--- src/rtl/visumon_pkg.sv ---
`default_nettype none
// ============================================================================
//  Module      : visumon_pkg
//  Description : Types shared by the visuMon display monitor and its debug
//                event front-end: the LED colour enum, the 19-bit debug info
//                payload and the debug event queue FSM state encoding.
//  Revision    : 1.0 - initial release
// ============================================================================
package visumon_pkg;

    // LED colour, 3 bits; every encoding is a legal colour.
    typedef enum logic [2:0] {
        COLOR_OFF     = 3'd0,
        COLOR_RED     = 3'd1,
        COLOR_GREEN   = 3'd2,
        COLOR_BLUE    = 3'd3,
        COLOR_YELLOW  = 3'd4,
        COLOR_CYAN    = 3'd5,
        COLOR_MAGENTA = 3'd6,
        COLOR_WHITE   = 3'd7
    } color_t;

    // Debug payload shown on visuMon: 8 + 3 + 8 = 19 bits.
    typedef struct packed {
        logic [7:0] ledNo;
        color_t     color;
        logic [7:0] status;
    } debugInfo_t;

    // Debug event queue presentation FSM.
    typedef enum logic [1:0] {
        DBGQ_IDLE = 2'd0,
        DBGQ_SHOW = 2'd1,
        DBGQ_GAP  = 2'd2
    } dbgq_state_t;

endpackage
`default_nettype wire

--- src/rtl/dbg_fifo.sv ---
`default_nettype none
// ============================================================================
//  Module      : dbg_fifo
//  Description : DEPTH-entry FIFO of debugInfo_t. Pointers wrap modulo DEPTH
//                (DEPTH is a power of two) and a separate count 0..DEPTH
//                distinguishes full from empty. A push while full and a pop
//                while empty are ignored. Push and pop on the same edge both
//                take effect and leave the count unchanged.
//  Ports       : i_clkSys, i_reset (sync, active-high)
//                i_push/i_data  - write request and payload
//                i_pop          - remove head
//                o_data         - current head (valid when !o_empty)
//                o_full/o_empty - registered-count flags
//                o_count        - number of stored entries
//  Revision    : 1.0 - initial release
// ============================================================================
module dbg_fifo
    import visumon_pkg::*;
#(
    parameter int DEPTH = 4
) (
    input  logic                     i_clkSys,
    input  logic                     i_reset,
    input  logic                     i_push,
    input  debugInfo_t               i_data,
    input  logic                     i_pop,
    output debugInfo_t               o_data,
    output logic                     o_full,
    output logic                     o_empty,
    output logic [$clog2(DEPTH):0]   o_count
);

    localparam int PTR_W = $clog2(DEPTH);
    localparam int CNT_W = PTR_W + 1;

    debugInfo_t         mem_q [DEPTH];
    debugInfo_t         mem_d [DEPTH];
    logic [PTR_W-1:0]   wr_ptr_q, wr_ptr_d;
    logic [PTR_W-1:0]   rd_ptr_q, rd_ptr_d;
    logic [CNT_W-1:0]   cnt_q, cnt_d;
    logic               push_ok;
    logic               pop_ok;

    assign o_full  = (cnt_q == CNT_W'(DEPTH));
    assign o_empty = (cnt_q == '0);
    assign o_count = cnt_q;
    assign o_data  = mem_q[rd_ptr_q];

    // Full is judged on the registered count, so a simultaneous pop never
    // makes room for a push on the same edge.
    assign push_ok = i_push && !o_full;
    assign pop_ok  = i_pop  && !o_empty;

    always_comb begin
        mem_d    = mem_q;
        wr_ptr_d = wr_ptr_q;
        rd_ptr_d = rd_ptr_q;
        cnt_d    = cnt_q;
        if (push_ok) begin
            mem_d[wr_ptr_q] = i_data;
            wr_ptr_d        = wr_ptr_q + PTR_W'(1);
        end
        if (pop_ok) begin
            rd_ptr_d = rd_ptr_q + PTR_W'(1);
        end
        case ({push_ok, pop_ok})
            2'b10:   cnt_d = cnt_q + CNT_W'(1);
            2'b01:   cnt_d = cnt_q - CNT_W'(1);
            default: cnt_d = cnt_q;
        endcase
    end

    always_ff @(posedge i_clkSys) begin
        if (i_reset) begin
            wr_ptr_q <= '0;
            rd_ptr_q <= '0;
            cnt_q    <= '0;
            for (int i = 0; i < DEPTH; i++) begin
                mem_q[i] <= '0;
            end
        end else begin
            wr_ptr_q <= wr_ptr_d;
            rd_ptr_q <= rd_ptr_d;
            cnt_q    <= cnt_d;
            mem_q    <= mem_d;
        end
    end

endmodule
`default_nettype wire

--- src/rtl/debug_event_queue.sv ---
`default_nettype none
// ============================================================================
//  Module      : debug_event_queue
//  Description : Buffers debug events and presents them one at a time to
//                visuMon. Each entry is shown (o_csVisuMon low) for
//                DWELL_CYCLES clocks; back-to-back entries are separated by a
//                single deselected gap cycle. Events arriving while the FIFO
//                is full are dropped and flagged in a sticky overflow bit.
//  Ports       : i_clkSys, i_reset (sync, active-high)
//                i_evValid/i_evInfo - producer event
//                o_evReady          - FIFO not full
//                o_debugInfo        - payload to visuMon i_debugInfo
//                o_csVisuMon        - active-low select to visuMon i_cs
//                o_pending          - queued entries, excluding the shown one
//                o_overflow         - sticky dropped-event flag
//  Revision    : 1.0 - initial release
// ============================================================================
module debug_event_queue
    import visumon_pkg::*;
#(
    parameter int DEPTH        = 4,
    parameter int DWELL_CYCLES = 10000000
) (
    input  logic                   i_clkSys,
    input  logic                   i_reset,
    input  logic                   i_evValid,
    input  debugInfo_t             i_evInfo,
    output logic                   o_evReady,
    output debugInfo_t             o_debugInfo,
    output logic                   o_csVisuMon,
    output logic [$clog2(DEPTH):0] o_pending,
    output logic                   o_overflow
);

    localparam int                 DWELL_W    = $clog2(DWELL_CYCLES + 1);
    localparam logic [DWELL_W-1:0] DWELL_LAST = DWELL_W'(DWELL_CYCLES - 1);

    dbgq_state_t        state_q, state_d;
    logic [DWELL_W-1:0] dwell_q, dwell_d;
    debugInfo_t         info_q, info_d;
    logic               cs_q, cs_d;
    logic               ovf_q, ovf_d;

    logic               fifo_pop;
    logic               fifo_full;
    logic               fifo_empty;
    debugInfo_t         fifo_head;

    dbg_fifo #(
        .DEPTH (DEPTH)
    ) u_fifo (
        .i_clkSys (i_clkSys),
        .i_reset  (i_reset),
        .i_push   (i_evValid),
        .i_data   (i_evInfo),
        .i_pop    (fifo_pop),
        .o_data   (fifo_head),
        .o_full   (fifo_full),
        .o_empty  (fifo_empty),
        .o_count  (o_pending)
    );

    assign o_evReady   = !fifo_full;
    assign o_debugInfo = info_q;
    assign o_csVisuMon = cs_q;
    assign o_overflow  = ovf_q;

    always_comb begin
        state_d  = state_q;
        dwell_d  = dwell_q;
        info_d   = info_q;
        cs_d     = cs_q;
        fifo_pop = 1'b0;
        ovf_d    = ovf_q | (i_evValid & fifo_full);

        case (state_q)
            // IDLE and GAP both load the head as soon as one is available;
            // they differ only in how they were entered.
            DBGQ_IDLE, DBGQ_GAP: begin
                cs_d = 1'b1;
                if (!fifo_empty) begin
                    fifo_pop = 1'b1;
                    info_d   = fifo_head;
                    cs_d     = 1'b0;
                    dwell_d  = '0;
                    state_d  = DBGQ_SHOW;
                end else begin
                    state_d  = DBGQ_IDLE;
                end
            end
            DBGQ_SHOW: begin
                cs_d = 1'b0;
                if (dwell_q == DWELL_LAST) begin
                    cs_d    = 1'b1;
                    state_d = fifo_empty ? DBGQ_IDLE : DBGQ_GAP;
                end else begin
                    // Counter stops at DWELL_LAST, so it can never wrap.
                    dwell_d = dwell_q + DWELL_W'(1);
                end
            end
            default: begin
                state_d = DBGQ_IDLE;
                cs_d    = 1'b1;
                dwell_d = '0;
            end
        endcase
    end

    always_ff @(posedge i_clkSys) begin
        if (i_reset) begin
            state_q <= DBGQ_IDLE;
            dwell_q <= '0;
            info_q  <= '0;
            cs_q    <= 1'b1;
            ovf_q   <= 1'b0;
        end else begin
            state_q <= state_d;
            dwell_q <= dwell_d;
            info_q  <= info_d;
            cs_q    <= cs_d;
            ovf_q   <= ovf_d;
        end
    end

endmodule
`default_nettype wire
--- config.mk ---
export PLATFORM = sky130hd
export DESIGN_NAME = debug_event_queue
export DESIGN_NICKNAME = d
export VERILOG_FILES = /design/src/rtl/visumon_pkg.sv /design/src/rtl/dbg_fifo.sv /design/src/rtl/debug_event_queue.sv
export SDC_FILE = /design/constraint.sdc
export NUM_CORES = 1
export LEC_CHECK = 0
export CAP_MARGIN = 40
export CORE_MARGIN = 2
export CORE_UTILIZATION = 45
export DETAILED_ROUTE_END_ITERATION = 8
export SYNTH_ARGS = -nofsm -noshare
export SYNTH_HDL_FRONTEND = slang
export SYNTH_SLANG_ARGS = --single-unit
--- constraint.sdc ---
create_clock -name i_clkSys -period 7.1 [get_ports i_clkSys]
set_clock_uncertainty 0.15 [all_clocks]
set_input_delay 1.065 -clock i_clkSys [delete_from_list [all_inputs] [get_ports i_clkSys]]
set_output_delay 1.065 -clock i_clkSys [all_outputs]
set_load 0.005 [all_outputs]
==> summary.txt, run 1 <==
Outcome
  – Run status: finished clean

STA
  – Final critical-path setup slack: 3810 ps
  – Final critical path time including I/O delays and setup: 3290 ps
  – Final setup violating endpoints: 0
  – Setup repair after global routing missed its margin: no
  – Transition time at the pin with the least slew margin: 890 ps
  – Count of pins over their slew limit: 0
  – Final total negative setup slack: 0 ps
  – Highest attainable clock frequency: 304 MHz
  – Worst slew margin: 40.1%
  – Final period utilization: 46.3%
  – Count of final hold-check violations: 0

GRT
  – Vias in the first global route: 4,708
  – Initial antenna violation count: 0
  – Global-route usage over all layers: 23.1%
  – Pin count of the biggest net entering global routing: 88
  – Global-route track usage on met1: 29.7%
  – Remaining global-route overflow: 0
  – GR Util met3: 5.71%
  – Wire length of the first global-routing pass: 24,200 um
  – Highest-utilization routing layer at the global route stage: met2
  – Fraction of met2 tracks used by global routing: 37.8%

Pwr
  – Leakage component of the power: 2.37 nW
  – P per Cell Area: 334 mW/mm^2
  – Switching power: 0.736 mW
  – Clock power share: 37.6%
  – Switching share of total power: 31.7%
  – Part of the power in combinational logic: 25.9%
  – Max IR drop VDD: 0.000218 V
  – Part of the power in registers: 36.5%
  – Cell Int Power: 1.59 mW

Logic synthesis
  – Number of nets in the synthesized netlist: 694
  – Flip-flop and latch count after synthesis: 130
  – Synth warnings: 0
  – Avg Inst Size Synth: 8.56 um^2
  – Post-synthesis instance area: 0.00569 mm^2
  – Number of unique standard cell types used by synthesis: 47
  – Area share of the largest cell type after synthesis: 45.7%
  – Largest area contributor in the synthesized netlist: sky130_fd_sc_hd__dfxtp_1
  – Post-Syn Instances: 665
  – Part of the Yosys area used for sequential elements: 45.7%
  – Cell types occupying the most area after synthesis: sky130_fd_sc_hd__dfxtp_1, sky130_fd_sc_hd__a21oi_1, sky130_fd_sc_hd__nand2_1

Drt
  – DR pass1 iterations: 5
  – Total DRC errors in the routed layout: 0
  – Post-detailed-route count of antenna-violating nets: 0
  – First DRT Iteration DRCs: 425
  – Detailed-route wire length: 14,600 um
  – Vias/cell: 5.68
  – Via count: 4,996
  – Average wire per standard cell: 16.6 um

Placed design
  – DPL Wire Length: 9310 um
  – Post-Place Worst Slack: 3370 ps
  – Number of buffers inserted by port buffering: 46
  – Routability congestion estimate from global placement: 0.807

Final layout
  – Net count of the finished layout: 725
  – Layout cell share with drive strength beyond 1: 11.2%
  – Number of fill cells in the layout: 1,157
  – Area grow syn2layout: 22.0%
  – Sequential cell area: 0.00260 mm^2
  – Multi-input combinational cell area: 0.00285 mm^2
  – Diodes inserted: 0

Setup path
  – Sequence of cells on the critical path: clkdlybuf4s50_1 -> nor2b_4 -> buf_4 -> nand2_1 -> nand2_1 -> a21oi_1
  – Worst setup EP type: register
  – Destination of the worst register-to-register timing path: u_fifo.o_count[2]
  – Startpoint of the worst-slack reg-to-reg timing path: u_fifo.o_count[0]
  – Cell repeated most along the worst path: sky130_fd_sc_hd__nand2_1
  – Critical path's slowest cell: sky130_fd_sc_hd__nand2_1
  – Class of the most critical setup path: input pin to register
  – Crit path largest cell delay: 740 ps
  – Setup slack of the worst register-to-register path: 3920 ps
  – Data arrival time of the worst path: 3430 ps
  – CP Max Fanout: 83
  – Sort of element at the start of the critical path: input pin
  – R2R cell count: 10
  – Required @ worst endpoint: 7240 ps

CTS
  – Number of cells upsized or downsized after cts: 0
  – # H-tree levels: 4
  – Insertion delay of the later-clocked pin in the worst-skew pair: 410 ps
  – Post-CTS Setup Bufs: 0
  – CTS tree: built
  – Max Buffers Root-to-Sink: 2
  – Hold buffers post-CTS: 0
  – CTS sink count: 130
  – TritonCTS Buffers: 17
  – Root buffer cell: sky130_fd_sc_hd__clkbuf_16
  – Clock-pin slew on the worst setup and hold paths: 60 ps

Floorplan
  – Starting utilization of the core area: 45.7%
  – Number of rows created at floorplan: 41
  – Area of the die: 0.0136 mm^2
  – Standard cell core area: 0.0125 mm^2
  – Boundary Pins: 47
  – Vertical die dimension: 116 um
  – Die width: 116 um

Min path
  – Min-Delay Endpoint: u_fifo.mem_q[7]
  – Class of the worst hold path: register to register
  – HP Start: u_fifo.mem_q[7]
  – Min-Delay Path Depth: 2

Flow run
  – MaxCap Viol Count: 0
-- critical path, delay by kind of cell --
kind,cells,cell delay [ps]
and+or+nand+nor,3,1130
buffers and inverters,2,1130
AOI/OAI and AO/OA,1,80
-- cell type report --
| class | instances | share of cell area, % |
|---|---|---|
| Clock inverter | 8 | 1.44 |
| Timing Repair Buffer | 60 | 9.17 |
| Inverter | 11 | 0.594 |
| Sequential cell | 130 | 37.5 |
| Multi-Input combinational cell | 476 | 41.1 |
| Clock buffer | 23 | 7.17 |
| Tap cell | 172 | 3.10 |
-- cell families after synthesis --
logic type | Yosys count | share of synthesized area [%]
flip-flops | 130 | 45.7
AND/OR/NAND/NOR | 300 | 25.4
adder cells (fa/ha/maj) | 7 | 1.67
XOR/XNOR | 6 | 0.923
AO/OA/AOI/OAI | 143 | 14.3
multiplexers | 20 | 7.71
buffers and inverters | 59 | 4.31
-- flip-flops by register name, indices dropped and copies added, names as in the netlist --
signal           flops
dwell_q             24
o_csVisuMon          1
o_debugInfo         19
o_overflow           1
state_q              2
u_fifo.mem_q        76
u_fifo.o_count       3
u_fifo.rd_ptr_q      2
u_fifo.wr_ptr_q      2
-- per-stage QoR --
stage                     utilization [%]  std cells  instance area, um^2  total power, mW  hold slack, ps
after floorplan                         -        665                 5690             1.23             283
after global placement               49.9        842                 6220             1.43             289
after detailed placement             50.9        849                 6350             1.47             296
after CTS                            55.7        880                 6950             2.35             304
after global routing                 55.7        880                 6950             2.44             315
final                                55.7        880                 6950             2.32             302
-- worst max path at each step --
stage          slack (ps)                end  startpoint  depth (start not counted)
3_3_place_gp         3350   u_fifo.mem_q[58]   i_evValid                          6
6_report             3810   u_fifo.mem_q[26]   i_evValid                          6
5_1_grt              3630  u_fifo.o_count[2]   i_evValid                         10
3_5_place_dp         3370  u_fifo.o_count[2]   i_evValid                         10
4_1_cts              3800  u_fifo.o_count[2]   i_evValid                         10
2_1_floorplan        4250  u_fifo.o_count[2]   i_evValid                          9
-- cell usage after synthesis (all sizes together) --
| library cell | number |
|---|---|
| buf | 15 |
| a22o | 2 |
| a41oi | 2 |
| mux4 | 19 |
| nor2b | 2 |
| nor3 | 8 |
| nand2 | 139 |
| or2 | 1 |
| nor4b | 2 |
| a21oi | 109 |
| o21ba | 1 |
| nor3b | 1 |
| dfxtp | 130 |
| a211o | 7 |
| nor4 | 11 |
| fa | 1 |
| a311oi | 7 |
| or3 | 2 |
| nand2b | 3 |
| o21ai | 8 |
| nand4 | 7 |
| clkbuf | 33 |
| ha | 6 |
| or4 | 4 |
| mux2 | 1 |
| nor2 | 20 |
| o311ai | 2 |
| nand3 | 88 |
| o31ai | 1 |
| a21o | 1 |
| xnor2 | 2 |
| a31oi | 3 |
| xor2 | 4 |
| and3 | 7 |
| inv | 11 |
| and4 | 5 |
-- placed cells by master (no fill, tap or decap), drive strengths merged, types with 2 or more instances in the layout --
| cell type | netlist | layout |
|---|---|---|
| nand2b | 3 | 3 |
| clkinv | 0 | 4 |
| mux4 | 19 | 19 |
| nor2b | 2 | 2 |
| a311oi | 7 | 7 |
| xor2 | 4 | 4 |
| and4 | 5 | 5 |
| o21ai | 8 | 8 |
| a21oi | 109 | 109 |
| a41oi | 2 | 2 |
| or4 | 4 | 4 |
| nand4 | 7 | 7 |
| o311ai | 2 | 2 |
| a31oi | 3 | 3 |
| a22o | 2 | 2 |
| clkdlybuf4s50 | 0 | 45 |
| clkbuf | 33 | 23 |
| nor2 | 20 | 20 |
| dfxtp | 130 | 130 |
| bufinv | 0 | 2 |
| buf | 15 | 15 |
| xnor2 | 2 | 2 |
| nand2 | 139 | 139 |
| ha | 6 | 6 |
| nor4 | 11 | 11 |
| nand3 | 88 | 88 |
| a211o | 7 | 7 |
| and3 | 7 | 7 |
| nor4b | 2 | 2 |
| nor3 | 8 | 8 |
| inv | 11 | 12 |
| or3 | 2 | 2 |
-- power by group through the flow --
stage | Combinational [mW] | Clock, mW | Sequential [mW]
2_1_floorplan | 0.387 | 0 | 0.847
3_3_place_gp | 0.562 | 0 | 0.871
3_5_place_dp | 0.606 | 0 | 0.866
4_1_cts | 0.608 | 0.889 | 0.850
5_1_grt | 0.661 | 0.926 | 0.858
6_report | 0.602 | 0.873 | 0.849
-- metal layers --
layer | part of all wire [%] | wire length, um
met1 | 44 | 6480
met2 | 50 | 7270
met4 | 1.4 | 203
met5 | 0 | 0
met3 | 4.6 | 677
No activity file was read; power rests on OpenSTA's default activity.
==> run 2: changes to the inputs <==
--- a/config.mk
+++ b/config.mk
@@ -9,6 +9,7 @@
 export CORE_MARGIN = 2
 export CORE_UTILIZATION = 45
 export DETAILED_ROUTE_END_ITERATION = 8
+export PLACE_DENSITY = 0.67
 export SYNTH_ARGS = -nofsm -noshare
 export SYNTH_HDL_FRONTEND = slang
 export SYNTH_SLANG_ARGS = --single-unit
==> constraint.sdc (replaced) <==
create_clock -name i_clkSys -period 2.7 [get_ports i_clkSys]
set_clock_uncertainty 0.15 [all_clocks]
set_input_delay 0.405 -clock i_clkSys [delete_from_list [all_inputs] [get_ports i_clkSys]]
set_output_delay 0.405 -clock i_clkSys [all_outputs]
set_load 0.005 [all_outputs]
==> run 2 against run 1 <==
Effect of this change:
- non-clock buffer count rose by 10
- global-route usage rose by 0.43 points
- first-iteration DRC count rose by 0.71%
- worst setup slack got worse by 3600 ps
- largest power group unchanged
==> summary.txt, run 2 (synthesis results as in run 1) <==
Outcome
  – Run status: finished clean

CTS
  – TritonCTS Buffers: 17 (unchanged)
  – CTS sink count: 130 (unchanged)
  – # H-tree levels: 4 (unchanged)
  – Insertion delay of the later-clocked pin in the worst-skew pair: 420 ps (about the same)
  – Post-CTS Setup Bufs: 0 (unchanged)
  – Number of cells upsized or downsized after cts: 0 (unchanged)
  – CTS tree: built
  – Hold buffers post-CTS: 0 (unchanged)
  – Root buffer cell: sky130_fd_sc_hd__clkbuf_16
  – Max Buffers Root-to-Sink: 2 (unchanged)
  – Clock-pin slew on the worst setup and hold paths: 60 ps (about the same)

Drt
  – Post-detailed-route count of antenna-violating nets: 0 (unchanged)
  – Detailed-route wire length: 15,000 um (+2.3%)
  – Average wire per standard cell: 16.8 um (+0.99%)
  – Total DRC errors in the routed layout: 0 (unchanged)
  – Vias/cell: 5.79 (+2.0%)
  – DR pass1 iterations: 7 (+2)
  – Via count: 5,162 (+3.3%)
  – First DRT Iteration DRCs: 428 (+0.71%)

Floorplan
  – Vertical die dimension: 116 um (unchanged)
  – Die width: 116 um (unchanged)
  – Boundary Pins: 47 (unchanged)
  – Number of rows created at floorplan: 41 (unchanged)
  – Starting utilization of the core area: 45.7% (unchanged)
  – Standard cell core area: 0.0125 mm^2 (unchanged)
  – Area of the die: 0.0136 mm^2 (unchanged)

Setup path
  – Cell family with the largest share of critical-path delay: simple AND/OR/NAND/NOR gates
  – Sort of element at the start of the critical path: register
  – Critical path's slowest cell: sky130_fd_sc_hd__nor3b_1
  – Setup slack of the worst register-to-register path: 220 ps (-3700 ps)
  – Worst setup EP type: register
  – Count of cell instances traversed by the critical path: 9 (+3)
  – Crit path largest cell delay: 490 ps (-250 ps)
  – Startpoint of the worst-slack reg-to-reg timing path: u_fifo.o_count[2]
  – Required @ worst endpoint: 2900 ps (-4340 ps)
  – Destination of the worst register-to-register timing path: u_fifo.o_count[2]
  – CP Capture Point: u_fifo.o_count[2]
  – Crit. Startpoint: u_fifo.o_count[2]
  – Buf+Inv Stages, Crit Path: 2 (unchanged)
  – R2R cell count: 9 (-1)
  – Data arrival time of the worst path: 2680 ps (-750 ps)
  – Sequence of cells on the critical path: nor3b_1 -> nor2b_4 -> inv_1 -> ha_1 -> inv_1 -> fa_1 -> xor2_1 -> or3_1 -> a21oi_1
  – CP Max Fanout: 6 (-93%)
  – Class of the most critical setup path: register to register
  – Cell repeated most along the worst path: sky130_fd_sc_hd__inv_1

STA
  – Final period utilization: 91.8%
  – Final setup violating endpoints: 0 (unchanged)
  – Setup repair after global routing missed its margin: no
  – Count of pins over their slew limit: 0 (unchanged)
  – Final critical path time including I/O delays and setup: 2480 ps
  – Highest attainable clock frequency: 403 MHz
  – Worst slew margin: 54.0% (+14 points)
  – Count of final hold-check violations: 0 (unchanged)
  – Final total negative setup slack: 0 ps (unchanged)
  – Transition time at the pin with the least slew margin: 683 ps (-207 ps)

Final layout
  – Diodes inserted: 0 (unchanged)
  – Commonest cells after routing, fill and taps aside: sky130_fd_sc_hd__nand2_1, sky130_fd_sc_hd__dfxtp_1, sky130_fd_sc_hd__a21oi_1, sky130_fd_sc_hd__nand3_1, sky130_fd_sc_hd__clkdlybuf4s50_1
  – Most common cell after layout, fill and taps aside: sky130_fd_sc_hd__nand2_1
  – Largest register FFs: 76 (unchanged)
  – Layout cell share with drive strength beyond 1: 12.7% (+1.5 points)
  – Area grow syn2layout: 23.1%
  – Top register by number of flip-flops: u_fifo.mem_q
  – Cell Count, Final, Fillers Out: 891 (+1.3%)
  – Net count of the finished layout: 735 (+1.4%)
  – Number of fill cells in the layout: 1,103 (-4.7%)

GRT
  – Highest-utilization routing layer at the global route stage: met2
  – Global-route track usage on met1: 30.0% (+0.27 points)
  – Fraction of met2 tracks used by global routing: 37.8% (-0.039 points)
  – Initial antenna violation count: 0 (unchanged)
  – Vias in the first global route: 4,980 (+5.8%)
  – GR Util met3: 5.60% (-0.10 points)
  – Pin count of the biggest net entering global routing: 84 (-4.5%)
  – Remaining global-route overflow: 0 (unchanged)
  – Wire length of the first global-routing pass: 24,800 um (+2.8%)
  – Global-route usage over all layers: 23.5% (+0.43 points)

Pwr
  – Max IR drop VDD: 0.000463 V (+110%)
  – Leakage component of the power: 2.41 nW (+1.7%)
  – P per Cell Area: 893 mW/mm^2 (+170%)

Min path
  – Class of the worst hold path: input pin to register

Placed design
  – Number of buffers inserted by port buffering: 46 (unchanged)
  – DPL Wire Length: 9310 um (about the same)
  – Cell count after placement: 859 (+1.2%)
  – Routability congestion estimate from global placement: 0.867 (+7.3%)

Flow run
  – MaxCap Viol Count: 0 (unchanged)
[run 2: cell count changes in the layout (fill, tap and decap cells not counted), sizes merged]
| cell | before | now |
|---|---|---|
| clkinvlp | 1 | 2 |
| bufinv | 2 | 3 |
| clkinv | 4 | 2 |
| inv | 12 | 19 |
| buf | 15 | 25 |
| clkbuf | 23 | 17 |
[run 2: worst min path at each step]
stage / start / depth (start not counted) / endpoint / slack (ps)
floorplan: u_fifo.mem_q[19] / 2 / u_fifo.mem_q[19] / 280
global placement: u_fifo.mem_q[75] / 2 / u_fifo.mem_q[75] / 290
detailed placement: u_fifo.mem_q[35] / 2 / u_fifo.mem_q[35] / 290
CTS: i_reset / 2 / u_fifo.rd_ptr_q[0] / 250
global route: i_reset / 2 / u_fifo.mem_q[3] / 300
finish: i_reset / 2 / u_fifo.rd_ptr_q[0] / 270
[run 2: worst reg2reg max path: cells and delay by family, from the launching register on]
family          cells  cell delay (ps)
compound gates      1              130
xor+xnor            1              160
fa+ha+maj           2              550
buf+inv             2              150
flops               1              410
simple gates        3              870
[run 2: power breakdown]
group	internal, mW	leakage [nW]	total, mW	switching [mW]
clock network	1.48	0.297	2.40	0.927
logic	0.631	1.06	1.65	1.02
registers	2.09	1.05	2.20	0.111
total	4.20	2.41	6.26	2.06
[run 2: layout make-up]
type	count	area, um^2	area share, %
sequential	130	2600	37.1
clock buffer	17	425	6.07
inverter	11	41.3	0.589
tap	172	215	3.07
clock inverter	15	193	2.75
timing repair buffer	70	678	9.68
multi-input combinational	476	2850	40.7
[run 2: stage by stage]
step / utilization, % / setup slack [ps] / area, um^2 / power [mW] / hold WS (ps)
after floorplan: - / 126 / 5690 / 3.24 / 283
after global placement: 51.0 / 240 / 6360 / 3.82 / 288
after detailed placement: 51.3 / 215 / 6390 / 3.89 / 293
after CTS: 56.2 / 206 / 7010 / 6.29 / 246
after global routing: 56.2 / 53.7 / 7010 / 6.55 / 296
final: 56.2 / 221 / 7010 / 6.26 / 273
[run 2: metal layers]
metal	share of wire, %	wire length [um]
met5	0	0
met4	2.5	367
met3	6.4	958
met2	49	7270
met1	43	6370
==> run 3: changes to the inputs <==
--- a/config.mk
+++ b/config.mk
@@ -5,11 +5,12 @@
 export SDC_FILE = /design/constraint.sdc
 export NUM_CORES = 1
 export LEC_CHECK = 0
+export ABC_AREA = 1
 export CAP_MARGIN = 40
 export CORE_MARGIN = 2
-export CORE_UTILIZATION = 45
+export CORE_UTILIZATION = 52
 export DETAILED_ROUTE_END_ITERATION = 8
-export PLACE_DENSITY = 0.67
+export PLACE_DENSITY = 0.75
 export SYNTH_ARGS = -nofsm -noshare
 export SYNTH_HDL_FRONTEND = slang
 export SYNTH_SLANG_ARGS = --single-unit
==> run 3 against run 2 <==
Effect of this change:
- maximum frequency up 18%
- area after synthesis up 4.4%
- clock power down 10%
- routed wire length up 2.8%
- sequential power up 9%
- flip-flop and latch count unchanged
- critical path depth up 1
- first-iteration DRC count up 12%
- utilization up 6.0 points
- register-to-register slack better by 390 ps
- global-route usage up 1.9 points
- critical endpoint unchanged
- highest routed layer unchanged
==> summary.txt, run 3 <==
Logic synthesis
  – Post-synthesis instance area: 0.00595 mm^2 (+4.4%)
  – Avg Inst Size Synth: 7.06 um^2 (-18%)
  – Most instantiated library cell after synthesis: sky130_fd_sc_hd__nand2_1
  – Primary flip-flop cell chosen by synthesis mapping: sky130_fd_sc_hd__dfxtp_1
  – Proportion of synthesized flip-flops having asynchronous set or reset: 0% (unchanged)
  – Post-Syn Instances: 842 (+27%)
  – List of most frequent post-synthesis cells: sky130_fd_sc_hd__nand2_1, sky130_fd_sc_hd__a21oi_1, sky130_fd_sc_hd__dfxtp_1
  – Number of unique standard cell types used by synthesis: 30 (-36%)
  – Cell types occupying the most area after synthesis: sky130_fd_sc_hd__dfxtp_1, sky130_fd_sc_hd__a21oi_1, sky130_fd_sc_hd__nand2_1
  – Area share of the largest cell type after synthesis: 43.8% (-1.9 points)
  – Largest area contributor in the synthesized netlist: sky130_fd_sc_hd__dfxtp_1
  – Synth warnings: 0 (unchanged)
  – Count of flip-flops with a built-in enable after synthesis: 0 (unchanged)
  – Flip-flop and latch count after synthesis: 130 (unchanged)
  – Number of nets in the synthesized netlist: 871 (+26%)
  – Part of the Yosys area used for sequential elements: 43.8% (-1.9 points)

STA
  – Worst slew margin: 54.8% (+0.72 points)
  – Final critical path time including I/O delays and setup: 2090 ps (-387 ps)
  – Highest attainable clock frequency: 478 MHz (+18%)
  – Final critical-path setup slack: 608 ps (+387 ps)
  – Final total negative setup slack: 0 ps (unchanged)
  – Final setup violating endpoints: 0 (unchanged)
  – Setup repair after global routing missed its margin: no
  – Final period utilization: 77.5% (-14 points)
  – Transition time at the pin with the least slew margin: 679 ps (-4.55 ps)
  – Count of pins over their slew limit: 0 (unchanged)
  – Count of final hold-check violations: 0 (unchanged)

Final layout
  – Net count of the finished layout: 897 (+22%)
  – Top register by number of flip-flops: u_fifo.mem_q
  – Area grow syn2layout: 17.9%
  – Largest register FFs: 76 (unchanged)
  – Number of fill cells in the layout: 1,017 (-7.8%)
  – Layout cell share with drive strength beyond 1: 7.38% (-5.3 points)
  – Commonest cells after routing, fill and taps aside: sky130_fd_sc_hd__nand2_1, sky130_fd_sc_hd__a21oi_1, sky130_fd_sc_hd__dfxtp_1, sky130_fd_sc_hd__o21ai_0, sky130_fd_sc_hd__inv_1
  – Diodes inserted: 0 (unchanged)
  – Most common cell after layout, fill and taps aside: sky130_fd_sc_hd__nand2_1

CTS
  – Max Buffers Root-to-Sink: 2 (unchanged)
  – CTS tree: built
  – # H-tree levels: 4 (unchanged)
  – CTS sink count: 130 (unchanged)
  – Number of cells upsized or downsized after cts: 0 (unchanged)
  – Hold buffers post-CTS: 0 (unchanged)
  – TritonCTS Buffers: 17 (unchanged)
  – Root buffer cell: sky130_fd_sc_hd__clkbuf_16
  – Insertion delay of the later-clocked pin in the worst-skew pair: 420 ps (about the same)
  – Post-CTS Setup Bufs: 0 (unchanged)
  – Clock-pin slew on the worst setup and hold paths: 60 ps (about the same)

Setup path
  – R2R cell count: 10 (+1)
  – Destination of the worst register-to-register timing path: u_fifo.o_count[2]
  – Crit path largest cell delay: 380 ps (-110 ps)
  – CP Max Fanout: 6 (unchanged)
  – Sort of element at the start of the critical path: register
  – Startpoint of the worst-slack reg-to-reg timing path: u_fifo.o_count[0]
  – Sequence of cells on the critical path: inv_1 -> nand3_2 -> nand2_2 -> ha_1 -> inv_1 -> fa_1 -> a21oi_1 -> o21ai_0 -> o21ai_0 -> a21oi_1
  – Setup slack of the worst register-to-register path: 610 ps (+390 ps)
  – Data arrival time of the worst path: 2250 ps (-430 ps)
  – Required @ worst endpoint: 2860 ps (-40 ps)
  – Critical path's slowest cell: sky130_fd_sc_hd__fa_1
  – Class of the most critical setup path: register to register
  – Worst setup EP type: register

Floorplan
  – Area of the die: 0.0123 mm^2 (-9.3%)
  – Starting utilization of the core area: 52.8% (+7.1 points)
  – Number of rows created at floorplan: 39 (-4.9%)
  – Boundary Pins: 47 (unchanged)
  – Die width: 111 um (-4.8%)
  – Standard cell core area: 0.0113 mm^2 (-9.6%)
  – Vertical die dimension: 111 um (-4.8%)

Drt
  – First DRT Iteration DRCs: 480 (+12%)
  – Via count: 5,831 (+13%)
  – DR pass1 iterations: 7 (unchanged)
  – Detailed-route wire length: 15,400 um (+2.8%)
  – Total DRC errors in the routed layout: 0 (unchanged)
  – Vias/cell: 5.69 (-1.7%)
  – Post-detailed-route count of antenna-violating nets: 0 (unchanged)
  – Average wire per standard cell: 15.0 um (-11%)

GRT
  – Wire length of the first global-routing pass: 25,700 um (+3.5%)
  – Global-route usage over all layers: 25.4% (+1.9 points)
  – Vias in the first global route: 5,542 (+11%)
  – Pin count of the biggest net entering global routing: 59 (-30%)
  – Initial antenna violation count: 0 (unchanged)
  – Remaining global-route overflow: 0 (unchanged)

Pwr
  – P per Cell Area: 933 mW/mm^2 (+4.5%)
  – Leakage component of the power: 2.48 nW (+2.8%)
  – Max IR drop VDD: 0.000682 V (+47%)
  – Design Power: 6.54 mW (+4.5%)

Outcome
  – Run status: finished clean

Min path
  – Min-Delay Endpoint: o_overflow
  – Min-Delay Path Depth: 2 (unchanged)
  – Class of the worst hold path: register to register
  – HP Start: o_overflow

Placed design
  – Routability congestion estimate from global placement: 0.870 (+0.44%)
  – DPL Wire Length: 9620 um (+3.3%)
  – Post-Place Worst Slack: 359 ps (+143 ps)
  – Number of buffers inserted by port buffering: 46 (unchanged)

Flow run
  – MaxCap Viol Count: 0 (unchanged)
-- run 3: layer usage --
metal  up-vias  share of wire [%]  GRT usage (%)
li1       2855                  -              -
met1      2733                 43           31.2
met2       208                 49           42.5
met3        35                5.8           5.80
met4         0                2.2           11.9
met5         -                  0              0
-- run 3: worst max-delay path by stage --
stage	cells past startpoint	start	endpoint	slack (ps)
after floorplan	10	u_fifo.o_count[2]	u_fifo.o_count[2]	420
after detailed placement	9	i_evValid	u_fifo.o_count[2]	360
after global placement	9	i_evValid	u_fifo.o_count[2]	390
after CTS	3	u_fifo.o_count[1]	o_evReady	600
after global routing	10	u_fifo.o_count[0]	u_fifo.o_count[2]	380
final	10	u_fifo.o_count[0]	u_fifo.o_count[2]	610
-- run 3: cell type report --
cell class / instances / area, um^2 / share of cell area [%]
multi-input combinational: 569 / 2770 / 39.5
clock inverter: 12 / 110 / 1.57
inverter: 90 / 340 / 4.86
sequential: 130 / 2600 / 37.1
timing repair buffer: 60 / 561 / 8.00
clock buffer: 20 / 447 / 6.37
tap: 143 / 179 / 2.55
-- run 3: metrics by stage --
step / util (%) / cell area, um^2 / hold WS [ps] / instances
3_3_place_gp: 57.2 / 6450 / 287 / 992
4_1_cts: 62.2 / 7010 / 307 / 1024
3_5_place_dp: 57.2 / 6450 / 297 / 992
2_1_floorplan: - / 5950 / 279 / 842
5_1_grt: 62.2 / 7010 / 320 / 1024
6_report: 62.2 / 7010 / 302 / 1024
-- run 3: logic make-up (layout without fill, tap and decap cells) --
family / Yosys count / after routing / synth area share (%)
AOI/OAI and AO/OA: 260 / 260 / 22.8
DFF: 130 / 130 / 43.8
adders and majority gates: 7 / 7 / 1.60
and+or+nand+nor: 302 / 302 / 22.1
buffers and inverters: 143 / 182 / 9.72
-- run 3: worst max-delay path, delay by kind of cell (launching register included) --
kind / cells / cell delay (ps)
flip-flops: 1 / 330
adder cells (fa/ha/maj): 2 / 540
buffers and inverters: 2 / 240
AND/OR/NAND/NOR: 2 / 240
AO/OA/AOI/OAI: 4 / 480
-- run 3: power by group --
group | leakage, nW | internal (mW) | switching (mW)
clock | 0.262 | 1.29 | 0.861
sequential | 1.06 | 2.22 | 0.177
combinational | 1.16 | 0.711 | 1.28
total | 2.48 | 4.22 | 2.32
